[src/rtl/pc_seq_pkg.sv]
// Shared types and defaults for the program-counter sequencer.
// Optional branch delay slot is selected with PC_SEQ_DELAY_SLOT_EN.
package pc_seq_pkg;

    typedef enum logic [1:0] {
        IDLE  = 2'd0,
        FETCH = 2'd1,
        EXEC  = 2'd2,
        HALT  = 2'd3
    } state_t;

    localparam logic [31:0] DEF_RESET_PC    = 32'h0000_0000;
    localparam int          DEF_INSTR_BYTES = 4;

    // Redirect targets are always loaded word-aligned.
    function automatic logic [31:0] word_align(input logic [31:0] addr);
        return {addr[31:2], 2'b00};
    endfunction

endpackage

[src/rtl/pcmais4.sv]
// Sequential next-PC incrementer; wraps modulo 2^32 with no carry out.
module pcmais4 #(
    parameter int INSTR_BYTES = 4
) (
    input  logic [31:0] pc,
    output logic [31:0] pc_plus4
);

    assign pc_plus4 = pc + 32'(INSTR_BYTES);

endmodule

[src/rtl/pc_sequencer.sv]
// Program counter owner: fetches over a req/ack handshake, waits for execute,
// then steps or redirects the PC. PC_SEQ_DELAY_SLOT_EN enables the MIPS delay slot.
module pc_sequencer
    import pc_seq_pkg::*;
#(
    parameter logic [31:0] RESET_PC    = DEF_RESET_PC,
    parameter int          INSTR_BYTES = DEF_INSTR_BYTES
) (
    input  logic        clock,
    input  logic        reset,
    input  logic        start,
    output logic        imem_req,
    output logic [31:0] imem_addr,
    input  logic        imem_ack,
    input  logic [31:0] instr_in,
    output logic [31:0] instr_out,
    output logic        instr_valid,
    input  logic        exec_done,
    input  logic        branch_taken,
    input  logic [31:0] branch_target,
    input  logic        jump,
    input  logic [31:0] jump_target,
    input  logic        halt,
    output logic [31:0] pc,
    output logic [31:0] pc_plus4,
    output logic        misalign,
    output logic        busy
);

    state_t      state;
    logic        redirect;
    logic [31:0] redirect_target;

    pcmais4 #(
        .INSTR_BYTES(INSTR_BYTES)
    ) u_pcmais4 (
        .pc      (pc),
        .pc_plus4(pc_plus4)
    );

    assign imem_addr = pc;
    assign busy      = (state == FETCH) || (state == EXEC);

    // Jump outranks a simultaneously taken branch.
    always_comb begin
        redirect        = jump | branch_taken;
        redirect_target = jump ? jump_target : branch_target;
    end

`ifdef PC_SEQ_DELAY_SLOT_EN
    logic        pending;
    logic [31:0] pending_target;
`endif

    always_ff @(posedge clock or posedge reset) begin
        if (reset) begin
            state       <= IDLE;
            pc          <= RESET_PC;
            instr_out   <= '0;
            instr_valid <= 1'b0;
            imem_req    <= 1'b0;
            misalign    <= 1'b0;
`ifdef PC_SEQ_DELAY_SLOT_EN
            pending        <= 1'b0;
            pending_target <= '0;
`endif
        end else begin
            instr_valid <= 1'b0;
            case (state)
                IDLE: begin
                    if (start) begin
                        state    <= FETCH;
                        imem_req <= 1'b1;
                    end
                end
                FETCH: begin
                    if (imem_ack) begin
                        instr_out   <= instr_in;
                        instr_valid <= 1'b1;
                        imem_req    <= 1'b0;
                        state       <= EXEC;
                    end
                end
                EXEC: begin
                    if (exec_done) begin
                        if (halt) begin
                            state <= HALT;
`ifdef PC_SEQ_DELAY_SLOT_EN
                            pending <= 1'b0;
`endif
                        end else begin
                            state    <= FETCH;
                            imem_req <= 1'b1;
`ifdef PC_SEQ_DELAY_SLOT_EN
                            // The delay-slot instruction's own redirect is dropped.
                            if (pending) begin
                                pc      <= pending_target;
                                pending <= 1'b0;
                            end else if (redirect) begin
                                pending        <= 1'b1;
                                pending_target <= word_align(redirect_target);
                                misalign       <= misalign | (|redirect_target[1:0]);
                                pc             <= pc_plus4;
                            end else begin
                                pc <= pc_plus4;
                            end
`else
                            if (redirect) begin
                                pc       <= word_align(redirect_target);
                                misalign <= misalign | (|redirect_target[1:0]);
                            end else begin
                                pc <= pc_plus4;
                            end
`endif
                        end
                    end
                end
                HALT: begin
                    state <= HALT;
                end
                default: begin
                    state    <= IDLE;
                    imem_req <= 1'b0;
                end
            endcase
        end
    end

endmodule

[config.mk]
export PLATFORM = sky130hd
export DESIGN_NAME = pc_sequencer
export DESIGN_NICKNAME = d
export VERILOG_FILES = /design/src/rtl/pc_seq_pkg.sv /design/src/rtl/pcmais4.sv /design/src/rtl/pc_sequencer.sv
export SDC_FILE = /design/constraint.sdc
export NUM_CORES = 1
export LEC_CHECK = 0
export ABC_CLOCK_PERIOD_IN_PS = 3300
export CORE_MARGIN = 10
export CORE_UTILIZATION = 35
export CTS_CLUSTER_SIZE = 16
export DETAILED_ROUTE_END_ITERATION = 12
export PLACE_DENSITY = 0.84
export SLEW_MARGIN = 10
export SYNTH_ARGS = -nofsm -noshare
export SYNTH_HDL_FRONTEND = slang
export SYNTH_SLANG_ARGS = --single-unit
[constraint.sdc]
create_clock -name clock -period 3.3 [get_ports clock]
set_clock_uncertainty 0.15 [all_clocks]
set_input_delay 0.66 -clock clock [delete_from_list [all_inputs] [get_ports clock]]
set_output_delay 0.66 -clock clock [all_outputs]
set_load 0.01 [all_outputs]
# Word level (Yosys, flattened, before mapping)
# Cells that the tools add are included.
word_totals:
  regBits: 69
  in_bits: 104
  output_inout_bits: 132
  elab_cells: 40
classes:
  add_sub_neg: 1
  eq_ne: 7
  mux: 14
  bitwise_logic: 3
  reduce_logical: 9
ops:
  columns: ["operator", "count"]
  rows:
  - ["$mux 32", 2]
  - ["$add 32x3->32 const B", 1]
  - ["$mux 2", 4]
  - ["$ne 2x2->1 const B", 4]
  - ["$pmux 2 s4", 1]
  - ["$mux 1", 6]
  - ["$reduce_and 3->1", 2]
  - ["$reduce_and 5->1", 1]
  - ["$eq 2x2->1 const B", 2]
  - ["$reduce_and 4->1", 1]
  - ["$pmux 1 s3", 1]
  - ["$reduce_bool 3->1", 1]
  - ["$eq 2x1->1 const B", 1]
  - ["$logic_not 2->1", 1]
  - ["$or 1x1->1", 2]
  - ["$reduce_and 2->1", 1]
  - ["$reduce_or 2->1", 1]
  - ["$logic_or 1x1->1", 1]
  - ["$not 1->1", 1]

# Logic depth before layout (Yosys ltp)
# Gate-level depths: netlist of run 1.
logic_depth:
  depth_word: 3
  mapped_depth: 8
  mapped_depth_nobuf: 6

# Modules after synthesis
# A second synthesis of run 1 with hierarchy kept.
hier_totals:
  cells_unflattened: 392
  area_unflattened_um2: 4309.1
by_module_without_submodules:
  columns: ["module", "n_inst", "cells_per_inst", "area_each_um2", "seq_area_each_um2"]
  rows:
  - ["pc_sequencer", 1, 309, 3728.6, 1726.7]
  - ["pcmais4", 1, 83, 580.6, 0.0]

# Worst setup path after synthesis of run 1
# OpenSTA, ideal clock, no wires.
synth_path:
  kind: "flip-flop to output port"
  from: "reg pc[2], in the netlist imem_addr[2]"
  to: "out pc_plus4[26]"
  t_arrival_ns: 2.104
  required_time_ns: 2.490
  path_slack_ns: 0.386
  stages_incl_launch_ff: 7
  path_cell_list: "dfrtp_1 -> ha_1 -> nand3_2 -> or4_1 -> buf_2 -> or3_4 -> xnor2_1"
synth_via:
  elab_chain_cells: 1
synth_rtl:
  columns: ["item", "line", "rtl"]
  rows:
  - ["from (decl)", "pc_sequencer.sv:24", "output logic [31:0] pc,"]
  - ["from (signal assigned)", "pc_sequencer.sv:109", "pc <= word_align(redirect_target);"]
  - ["from (signal assigned)", "pc_sequencer.sv:112", "pc <= pc_plus4;"]
  - ["$add 32x3->32", "pcmais4.sv:9", "assign pc_plus4 = pc + 32'(INSTR_BYTES);"]
  - ["to (decl)", "pc_sequencer.sv:25", "output logic [31:0] pc_plus4,"]
# No other way between the ends.

# Final worst setup path of run 1
layout_path:
  from: "reg pc[2], in the netlist imem_addr[2]"
  to: "out pc_plus4[16]"
# The elaborated chain is that of the path after synthesis.

==> results of run 1 <==
-- sequential cells by signal, indices dropped and copies added (netlist names) --
register     cells
state            2
misalign         1
instr_out       32
instr_valid      1
imem_req         1
imem_addr       30
-- routing by layer --
layer  track usage [%]  part of all wire [%]  vias to the layer above
met4              6.49                   2.1                        0
met2              33.5                    51                      243
li1                  -                     -                     2118
met3              4.65                   7.9                       23
met5                 0                     0                        -
met1              21.7                    39                     2249
-- report_power, final --
group | internal [µW] | leakage (µW) | switching, µW | total [µW]
sequential | 1190 | 0.000780 | 274 | 1460
combinational | 1860 | 0.00201 | 1430 | 3290
clock | 602 | 0.000145 | 354 | 955
total | 3650 | 0.00294 | 2060 | 5710
-- cell families after synthesis --
group / share of synthesized area, %
compound gates: 18.6
mux: 9.41
flops: 38.3
xor+xnor: 5.20
simple gates: 16.1
other cells: 0.0857
buf+inv: 10.6
fa+ha+maj: 1.72
-- cell type report --
type | count | area share (%)
Timing Repair Buffer | 284 | 37.2
Tap cell | 168 | 2.89
Multi-Input combinational cell | 315 | 32.1
Clock inverter | 5 | 0.723
Sequential cell | 67 | 23.1
Clock buffer | 11 | 3.34
Inverter | 13 | 0.671
-- worst paths after layout --
kind,from,to,slack (ps),cells past startpoint
setup / recovery,imem_addr[2],pc_plus4[16],70,7
hold / removal,misalign,misalign,310,1
setup reg to reg,state[0],imem_addr[19],750,6
hold reg to reg,misalign,misalign,310,1
max in group asynchronous,reset,imem_addr[18],2110,3
min in group asynchronous,reset,instr_out[19],590,3
-- cell usage in the layout, fill, tap and decap left out, drive strengths merged, types with 4 or more instances in the layout --
cell,synthesis,final
inv,13,13
nand2,26,26
o21ai,26,26
a311o,6,6
dfrtp,67,67
nor2,20,20
o22ai,6,6
or3,10,10
ha,6,6
a22oi,9,9
buf,44,55
a21oi,12,12
or2,5,5
o211ai,4,4
a222oi,6,6
a22o,9,9
nor4,11,11
dlygate4sd2,0,7
xor2,10,10
xnor2,16,16
a211oi,6,6
nand3,14,14
nand4,6,6
o2bb2ai,8,8
mux2,33,33
a221oi,5,5
mux2i,4,4
clkbuf,29,12
clkdlybuf4s50,0,217
nor3,17,17
conb,1,6
-- what timing repair did --
action,CTS,global route
pin swaps,1,3
endpoints found under the setup margin,12,11
gates cloned,0,0
resized for setup,22,10
setup buffers,1,4
-- critical path, stage by stage (launching register included) --
cell	delay, ps
dfrtp_1	400
ha_2	210
nand3_2	90
buf_4	200
nor4_1	330
buf_4	180
xor2_1	140
clkdlybuf4s50_1	560
-- per-stage QoR --
stage	power, µW	setup TNS, ps
2_1_floorplan	2980	0
3_3_place_gp	4670	0
3_5_place_dp	4760	-24.4
4_1_cts	5720	0
5_1_grt	6040	-124
6_report	5710	0
==> results_dict.tcl, run 1 <==
set metrics [dict create \
    clock.fmax_mhz 309 \
    fillCellCount 1048 \
    leakage_uw 0.00294 \
    ir_drop_v 0.000306 \
    cts-root-buf "clkbuf_16" \
    slew_headroom_pct 51.0 \
    setup_viol 0 \
    ctsHoldBuffers 0 \
    track_usage_pct 18.9 \
    die_area_mm2 0.0174 \
    io_buffers 229 \
    dr.pass1.iters 5 \
    worst_slack_ps 65.7 \
    clk-insertion-delay-late_ps 320 \
    fin_cells 863 \
    dpl.cell_count 842 \
    first_global_vias 4828 \
    yosys.cell_types.count 59 \
    drc 0 \
    hold_viol_final 0 \
    chipWidth_um 132 \
    ys_ff_latch 67 \
    cts.reportedPaths.clkPinSlew_ps 60 \
    htreeDepth 3 \
    max_slew.worst_pin.slew_ps 733 \
    hold_slack_ps 306 \
    rows 40 \
    status "completed" \
    synth_ff_type "dfrtp_1" \
    setup.worst_path.start_class "register" \
    regArea_mm2 0.00168 \
    crit_fanout 11 \
    finish.utilization_pct 60.0 \
    antennaDiodeCount 0 \
    drt_iter0_markers 296 \
    synthCells 463 \
    ant_nets 0 \
    final_cell_area_mm2 0.00727 \
    clock_path_buffers 2 \
    fp.dieH_um 132 \
    p_per_area_mw_per_mm2 785 \
    seq_area_frac_synth_pct 38.3 \
    pin_count 236 \
    yosys-top-cells-area "dfrtp_1 38%, mux2_2 8.5%, buf_4 6.2%" \
    hold_class "register to register" \
    place_hpwl_um 13600 \
    vias 4633 \
    start_util_pct 36.1 \
    grt_remaining_overflow 0 \
    wire_per_inst_um 20.0 \
    required_ps 2490 \
    yosys_warnings 0 \
    multi_input_area_mm2 0.00233 \
    nNetsFinal 800 \
    cts_sinks 67 \
    crit_arrival_ps 2420 \
    area_growth_syn_to_layout_pct 66.2 \
    post-route-min-period_ps 3230 \
    synth_most_common_cell "dfrtp_1" \
    avgSynthCellArea_um2 9.45 \
    fin_crit_sh_pct 98.0 \
    antenna_found_initial 0 \
    yosysTopAreaCell "dfrtp_1" \
    synth_area_mm2 0.00438 \
    via_per_inst 5.37 \
    crit_path_end_kind "output pin" \
    maxCapViolations 0 \
    synth_commonest_cells "67 x dfrtp_1, 36 x buf_4, 33 x mux2_2" \
    layout-drive-gt1-share_pct 19.0 \
    grt_pass1_wl_um 26800 \
    grt_max_degree 68 \
    place_area_mm2 0.00687 \
    rsz0062_at_grt "yes" \
    drt-total-wl_um 17200 \
    coreArea_mm2 0.0121 \
    synth_top_cell_area_share_pct 38.3 \
    path_class "register to output pin" \
    synth_enable_flop_cells 0 \
    async_flop_share_pct 100 \
    cts_tree "done" \
    slew_violations 0 \
    cts_buffers 9 \
    dp_worst_setup_slack_ps -24.4 \
    gp_congestion 0.864 \
]
No activity file was read; power rests on OpenSTA's default activity.
==> run 2, diff against run 1 <==
--- a/config.mk
+++ b/config.mk
@@ -7,10 +7,10 @@
 export LEC_CHECK = 0
 export ABC_CLOCK_PERIOD_IN_PS = 3300
 export CORE_MARGIN = 10
-export CORE_UTILIZATION = 35
+export CORE_UTILIZATION = 40
 export CTS_CLUSTER_SIZE = 16
 export DETAILED_ROUTE_END_ITERATION = 12
-export PLACE_DENSITY = 0.84
+export PLACE_DENSITY = 0.93
 export SLEW_MARGIN = 10
 export SYNTH_ARGS = -nofsm -noshare
 export SYNTH_HDL_FRONTEND = slang
==> run 2 against run 1 <==
Effect of this change:
- the run now ends with negative setup slack left
- critical path depth unchanged
- global-route usage up 1.3 points
- worst setup slack worse by 83 ps
- total power down 5.1%
- wire length down 5.2%
- via count down 0.93%
- highest routed layer unchanged
==> results_dict.tcl, run 2 (synthesis results as in run 1) <==
set metrics [dict create \
    failed_checks "negative setup slack" \
    clock.fmax_mhz 301 \
    grt_max_degree 38 \
    drc 0 \
    area_growth_syn_to_layout_pct 61.2 \
    rsz0062_at_grt "yes" \
    hold_slack_ps 313 \
    worstSetupStartpoint "imem_addr[9]" \
    clock_path_buffers 2 \
    die_area_mm2 0.0155 \
    drt-total-wl_um 16400 \
    vias 4590 \
    drt_iter0_markers 437 \
    start_util_pct 40.5 \
    setup.worst_path.start_class "register" \
    gp_congestion 0.881 \
    fp.dieH_um 125 \
    fin_crit_sh_pct 101 \
    slowest_delay_ps 590 \
    leakage_uw 0.00285 \
    htreeDepth 3 \
    cts_tree "done" \
    p_per_area_mw_per_mm2 768 \
    largest_reg_flops 32 \
    cts_buffers 9 \
    maxCapViolations 0 \
    hold_path.startpoint "misalign" \
    fin_cells 826 \
    clk-insertion-delay-late_ps 340 \
    rows 38 \
    path_buf_inv 3 \
    worst_slack_ps -17.1 \
    slew_violations 0 \
    setup_viol 1 \
    ir_drop_v 0.000472 \
    r2r_start "state[0]" \
    hold_viol_final 0 \
    slowest_stage "clkdlybuf4s50_1" \
    required_ps 2490 \
    dr.pass1.iters 5 \
    wire_per_inst_um 19.8 \
    ant_nets 0 \
    pin_count 236 \
    mostFrequentLayoutCell "clkdlybuf4s50_1" \
    first_global_vias 4801 \
    antennaDiodeCount 0 \
    grt_pass1_wl_um 26000 \
    cts_sinks 67 \
    slew_headroom_pct 49.9 \
    path_common_cell "buf_4" \
    status "finished with violations" \
    post-route-min-period_ps 3320 \
    ctsHoldBuffers 0 \
    via_per_inst 5.56 \
    crit_fanout 6 \
    coreArea_mm2 0.0108 \
    path_delay_family "buffers and inverters" \
    grt_remaining_overflow 0 \
    place_hpwl_um 13000 \
    cts-root-buf "clkbuf_8" \
    io_buffers 229 \
    regMostFlops "instr_out" \
    layout-drive-gt1-share_pct 17.9 \
    crit_arrival_ps 2510 \
    final_cell_mix "216 x clkdlybuf4s50_1, 67 x dfrtp_1, 46 x buf_4, 33 x mux2_2" \
    dpl.cell_count 810 \
    hold_class "register to register" \
    crit_chain "nand4_2, buf_4, nor4_1, buf_4, nand3_1, xnor2_1, clkdlybuf4s50_1" \
    track_usage_pct 20.2 \
    chipWidth_um 125 \
    antenna_found_initial 0 \
    nNetsFinal 792 \
    cts.reportedPaths.clkPinSlew_ps 80 \
    path_class "register to output pin" \
    crit_path_end_kind "output pin" \
    max_slew.worst_pin.slew_ps 751 \
]
## run 2: report_power, final
group	switching (µW)	total [µW]	internal (µW)
logic	1420	3250	1840
clock network	321	706	385
registers	270	1460	1190
total	2010	5410	3410
## run 2: layer usage
layer,global-route usage (%),up-vias,wire length [µm]
li1,-,2098,-
met1,22.2,2225,6160
met2,35.8,239,8360
met3,6.43,28,1520
met4,6.65,0,321
met5,0,-,0
## run 2: per-stage QoR
step | setup slack [ps] | total power (µW) | utilization (%) | setup TNS (ps) | instance area (µm²)
global placement | 65.3 | 4650 | 63.1 | 0 | 6810
CTS | 5.42 | 5450 | 65.1 | 0 | 7030
finish | -17.1 | 5410 | 65.3 | -17.1 | 7050
global route | -75.7 | 5740 | 65.3 | -233 | 7050
floorplan | 386 | 2980 | - | 0 | 4390
detailed placement | 58.8 | 4740 | 63.1 | 0 | 6810
## run 2: final timing paths
| check | slack (ps) | cells past startpoint | end |
|---|---|---|---|
| max | -20 | 7 | pc_plus4[27] |
| min | 310 | 1 | misalign |
| max reg2reg | 830 | 7 | imem_addr[22] |
| min reg2reg | 310 | 1 | misalign |
| max in group asynchronous | 1730 | 3 | imem_addr[17] |
| min in group asynchronous | 620 | 2 | instr_out[3] |
## run 2: timing repair
item / 4_1_cts / 5_1_grt
resized for setup: 18 / 12
endpoints found under the setup margin: 14 / 12
setup buffers: 0 / 1
## run 2: final cells by class
type                            count  area, µm²
Clock buffer                       11        151
Clock inverter                      4       50.0
Fill cell                         834       3740
Inverter                           13       48.8
Multi-Input combinational cell    315       2310
Sequential cell                    67       1680
Tap cell                          140        175
Timing Repair Buffer              276       2640
==> RTL change 1: new RTL, config.mk and constraints of run 2 <==
The 4 states of `state_t` get a Gray code encoding in 2 bits.
--- a/src/rtl/pc_seq_pkg.sv
+++ b/src/rtl/pc_seq_pkg.sv
@@ -5,6 +5,6 @@
     typedef enum logic [1:0] {
-        IDLE  = 2'd0,
-        FETCH = 2'd1,
-        EXEC  = 2'd2,
-        HALT  = 2'd3
+        IDLE  = 2'b00,
+        FETCH = 2'b01,
+        EXEC  = 2'b11,
+        HALT  = 2'b10
     } state_t;
Function: same outputs for any inputs over 4 cycles, from zero or initial values and one cycle with reset high; so few cycles prove little.
==> RTL change 1 against run 2 <==
Power up 9.0%; area after synthesis grew 1.7%; register-to-register slack gained 470 ps; critical path type unchanged; highest routed layer unchanged; core utilization rose by 0.75 points; combinational power rose by 7.1%; setup slack improved by 91 ps; design area is 1.6% higher; largest cell class unchanged; wire length grew 12%; sequential cell count unchanged.
==> RTL change 1: results (changes against run 2) <==
<table>
<tr><th>Metric</th><th>Value</th></tr>
<tr><th colspan="2">Placed design</th></tr>
<tr><td>Global placer's final weighted congestion</td><td>0.866 (-1.7%)</td></tr>
<tr><td>Placed Instance Area</td><td>0.00676 mm^2 (-0.72%)</td></tr>
<tr><td>Post-DP HPWL</td><td>14.2 mm (+8.8%)</td></tr>
<tr><td>Total placed cells including tap cells</td><td>877 (+8.3%)</td></tr>
<tr><th colspan="2">Layout</th></tr>
<tr><td>Area fraction of clock buffers and clock inverters</td><td>0.0335 (+0.00497)</td></tr>
<tr><td>Non-clock buffer contribution to total cell area</td><td>0.372 (-0.00169)</td></tr>
<tr><td>Clock buffer instance count of the final layout</td><td>9 (-2)</td></tr>
<tr><td>Filler instances</td><td>885 (+6.1%)</td></tr>
<tr><td>Area of all placed cells without fillers</td><td>0.00716 mm^2 (+1.6%)</td></tr>
<tr><td>Net count, final</td><td>865 (+9.2%)</td></tr>
<tr><th colspan="2">Worst hold path</th></tr>
<tr><td>Startpoint of the most critical hold path</td><td>instr_out[27]$_DFFE_PP0P_</td></tr>
<tr><th colspan="2">Synthesis</th></tr>
<tr><td>Top area cells in the synthesized netlist</td><td>sky130_fd_sc_hd__dfrtp_1 (38%), sky130_fd_sc_hd__nand2_1 (11%), sky130_fd_sc_hd__buf_4 (6.1%)</td></tr>
<tr><td>Number of instances in the synthesized netlist</td><td>548 (+18%)</td></tr>
<tr><td>Cell types with the highest counts after synthesis</td><td>sky130_fd_sc_hd__nand2_1 (132), sky130_fd_sc_hd__dfrtp_1 (67), sky130_fd_sc_hd__buf_4 (36), sky130_fd_sc_hd__o21ai_0 (35), sky130_fd_sc_hd__clkbuf_1 (26)</td></tr>
<tr><td>Unique masters post-synth</td><td>56 (-5.1%)</td></tr>
<tr><td>Most repeated cell in the gate-level netlist after synthesis</td><td>sky130_fd_sc_hd__nand2_1</td></tr>
<tr><th colspan="2">Power</th></tr>
<tr><td>Leak Pwr</td><td>3.08 nW (+8.1%)</td></tr>
<tr><td>Worst IR Drop VDD</td><td>0.000463 V (-2.0%)</td></tr>
<tr><th colspan="2">Floorplan</th></tr>
<tr><td>Chip Width</td><td>125 um (+0.69%)</td></tr>
<tr><th colspan="2">Setup path</th></tr>
<tr><td>Origin of the critical flop-to-flop path</td><td>imem_addr[2]$_DFFE_PP0P_</td></tr>
<tr><td>Critical path's top delay family</td><td>simple AND/OR/NAND/NOR gates</td></tr>
<tr><td>R2r worst-path depth</td><td>6 (-1)</td></tr>
<tr><th colspan="2">Global routing</th></tr>
<tr><td>Global-route usage over all layers</td><td>0.218 (+0.0162)</td></tr>
<tr><td>Maximum number of pins on one net before global-route repair</td><td>46 (+21%)</td></tr>
<tr><th colspan="2">Outcome</th></tr>
<tr><td>Outcome</td><td>finished, final reports clean</td></tr>
<tr><th colspan="2">Drt</th></tr>
<tr><td>Initial drt markers</td><td>376 (-14%)</td></tr>
</table>
-- RTL change 1: metal layers --
metal  part of all wire  track usage  up-vias
met5                  0            0        -
met4              0.030       0.0684        0
met3               0.10       0.0811       48
met2               0.50        0.369      263
met1               0.37        0.249     2408
li1                   -            -     2302
-- RTL change 1: cells by family (layout without fill, tap and decap cells) --
group,Yosys count,after routing,synth area share
compound gates,107,107,0.168
other cells,1,6,0.000843
simple gates,252,252,0.279
buf+inv,89,301,0.109
fa+ha+maj,1,1,0.00281
flops,67,67,0.377
mux,5,5,0.0113
xor+xnor,26,26,0.0512
-- RTL change 1: worst paths after layout --
kind / endpoint / slack, ps
worst max-delay path: pc_plus4[22] / 70
worst min-delay path: instr_out[27]$_DFFE_PP0P_ / 330
worst max register to register: imem_addr[19]$_DFFE_PP0P_ / 1300
worst min register to register: instr_out[27]$_DFFE_PP0P_ / 330
max in group asynchronous: imem_addr[8]$_DFFE_PP0P_ / 1710
min in group asynchronous: instr_out[3]$_DFFE_PP0P_ / 630
==> RTL change 2: new RTL, config.mk and constraints of run 2 <==
Without the edit above. Build with the macro `PC_SEQ_DELAY_SLOT_EN` defined.
--- a/src/rtl/pc_sequencer.sv
+++ b/src/rtl/pc_sequencer.sv
@@ -2,2 +2,4 @@
 // then steps or redirects the PC. PC_SEQ_DELAY_SLOT_EN enables the MIPS delay slot.
+`define PC_SEQ_DELAY_SLOT_EN
+
 module pc_sequencer
Function: changed (a bounded check fails within 4 cycles, from zero or initial values and one cycle with reset high).
==> RTL change 2 against run 2 <==
Wire length up 16%; combinational power is 18% lower; sequential power grew 42%; critical path depth grew 1; global-route usage fell by 1.4 points; sequential cell count rose by 31; cell count grew 18%; first-iteration DRC count up 23%; setup slack better by 110 ps; hold slack improved by 26 ps; power increased by 6.8%; area after synthesis rose by 30%; non-clock buffer count shrank 7; design area is 20% higher; critical endpoint is now pc_plus4[24]; largest power group unchanged; highest routed layer unchanged.
==> RTL change 2: results (changes against run 2) <==
<table>
<tr><th>Metric</th><th>Value</th></tr>
<tr><th colspan="2">Outcome</th></tr>
<tr><td>Outcome</td><td>finished, final reports clean</td></tr>
<tr><th colspan="2">CTS</th></tr>
<tr><td>Number of resized instances in the post-cts repair step</td><td>7 (-11)</td></tr>
<tr><td>Buffers inserted by post-CTS timing repair</td><td>3 (+3)</td></tr>
<tr><td>Root Buffer Master</td><td>sky130_fd_sc_hd__clkbuf_16</td></tr>
<tr><th colspan="2">Setup path</th></tr>
<tr><td>Data arrival at the endpoint of the critical path</td><td>2400 ps (-110 ps)</td></tr>
<tr><td>Capture instance of the worst register-to-register path</td><td>imem_addr[19]$_DFFE_PP0P_</td></tr>
<tr><th colspan="2">Drt</th></tr>
<tr><td>Total Wirelength</td><td>18.9 mm (+16%)</td></tr>
<tr><td>Total vias in the final route</td><td>5294 (+15%)</td></tr>
<tr><td>Initial drt markers</td><td>536 (+23%)</td></tr>
<tr><th colspan="2">STA</th></tr>
<tr><td>Total Neg Setup Slack</td><td>0 ps (+17.1 ps)</td></tr>
<tr><td>Worst hold margin</td><td>339 ps (+25.8 ps)</td></tr>
<tr><td>Setup WS post-layout</td><td>89.8 ps (+107 ps)</td></tr>
<tr><th colspan="2">Global routing</th></tr>
<tr><td>Maximum number of pins on one net before global-route repair</td><td>66 (+74%)</td></tr>
<tr><td>Number of antenna violations at the first check in global routing</td><td>1 (+1)</td></tr>
<tr><th colspan="2">Synthesis</th></tr>
<tr><td>Cell types with the highest counts after synthesis</td><td>sky130_fd_sc_hd__dfrtp_1 (98), sky130_fd_sc_hd__a21oi_1 (50), sky130_fd_sc_hd__nor2_1 (45), sky130_fd_sc_hd__buf_4 (38)</td></tr>
<tr><td>Mux contribution to synthesized area</td><td>0.124 (+0.0297)</td></tr>
<tr><td>Number of instances in the synthesized netlist</td><td>587 (+27%)</td></tr>
<tr><td>Post-synthesis compound-gate area fraction</td><td>0.122 (-0.0639)</td></tr>
<tr><td>Unique masters post-synth</td><td>55 (-6.8%)</td></tr>
<tr><td>Top area cells in the synthesized netlist</td><td>sky130_fd_sc_hd__dfrtp_1 (43%), sky130_fd_sc_hd__mux2_2 (6.6%), sky130_fd_sc_hd__mux2i_1 (5.8%)</td></tr>
<tr><th colspan="2">Placed design</th></tr>
<tr><td>DP Worst Slack</td><td>164 ps (+105 ps)</td></tr>
<tr><td>Placed Instance Area</td><td>0.00804 mm^2 (+18%)</td></tr>
<tr><td>Total placed cells including tap cells</td><td>954 (+18%)</td></tr>
<tr><th colspan="2">Power</th></tr>
<tr><td>Clock network fraction of total power</td><td>0.179 (+0.049)</td></tr>
<tr><td>Leak Pwr</td><td>3.53 nW (+24%)</td></tr>
<tr><td>Combinational power share</td><td>0.462 (-0.139)</td></tr>
<tr><td>Clock Power</td><td>1.04 mW (+47%)</td></tr>
<tr><td>Worst IR Drop VDD</td><td>0.000492 V (+4.2%)</td></tr>
<tr><th colspan="2">Layout</th></tr>
<tr><td>Sequential cell area</td><td>0.00246 mm^2 (+47%)</td></tr>
</table>
[RTL change 2: changes by cell type in the layout (fill, tap and decap cells not counted), moves of 11 or more]
cell                      before  now
sky130_fd_sc_hd__mux2i_1       4   33
sky130_fd_sc_hd__dfrtp_1      67   92
sky130_fd_sc_hd__nor2_1       19   45
sky130_fd_sc_hd__and3_1        1   18
sky130_fd_sc_hd__a21oi_1      12   50
sky130_fd_sc_hd__o21ai_0      26   13
sky130_fd_sc_hd__nand3_1      13   24
[RTL change 2: area by class of cell]
cell class,count,share of cell area
clock buffers,12,0.0316
clock inverters,4,0.00297
inverters,13,0.00623
multi-input cells,399,0.330
flip-flops and latches,98,0.291
well taps,180,0.0267
repair buffers,269,0.311
[RTL change 2: metal layers]
metal  vias to the layer above  part of all wire  global-route usage
met1                      2513              0.40               0.217
met2                       278              0.46               0.302
met5                         -                 0                   0
met3                        37              0.11              0.0839
met4                         0             0.025              0.0670
li1                       2466                 -                   -
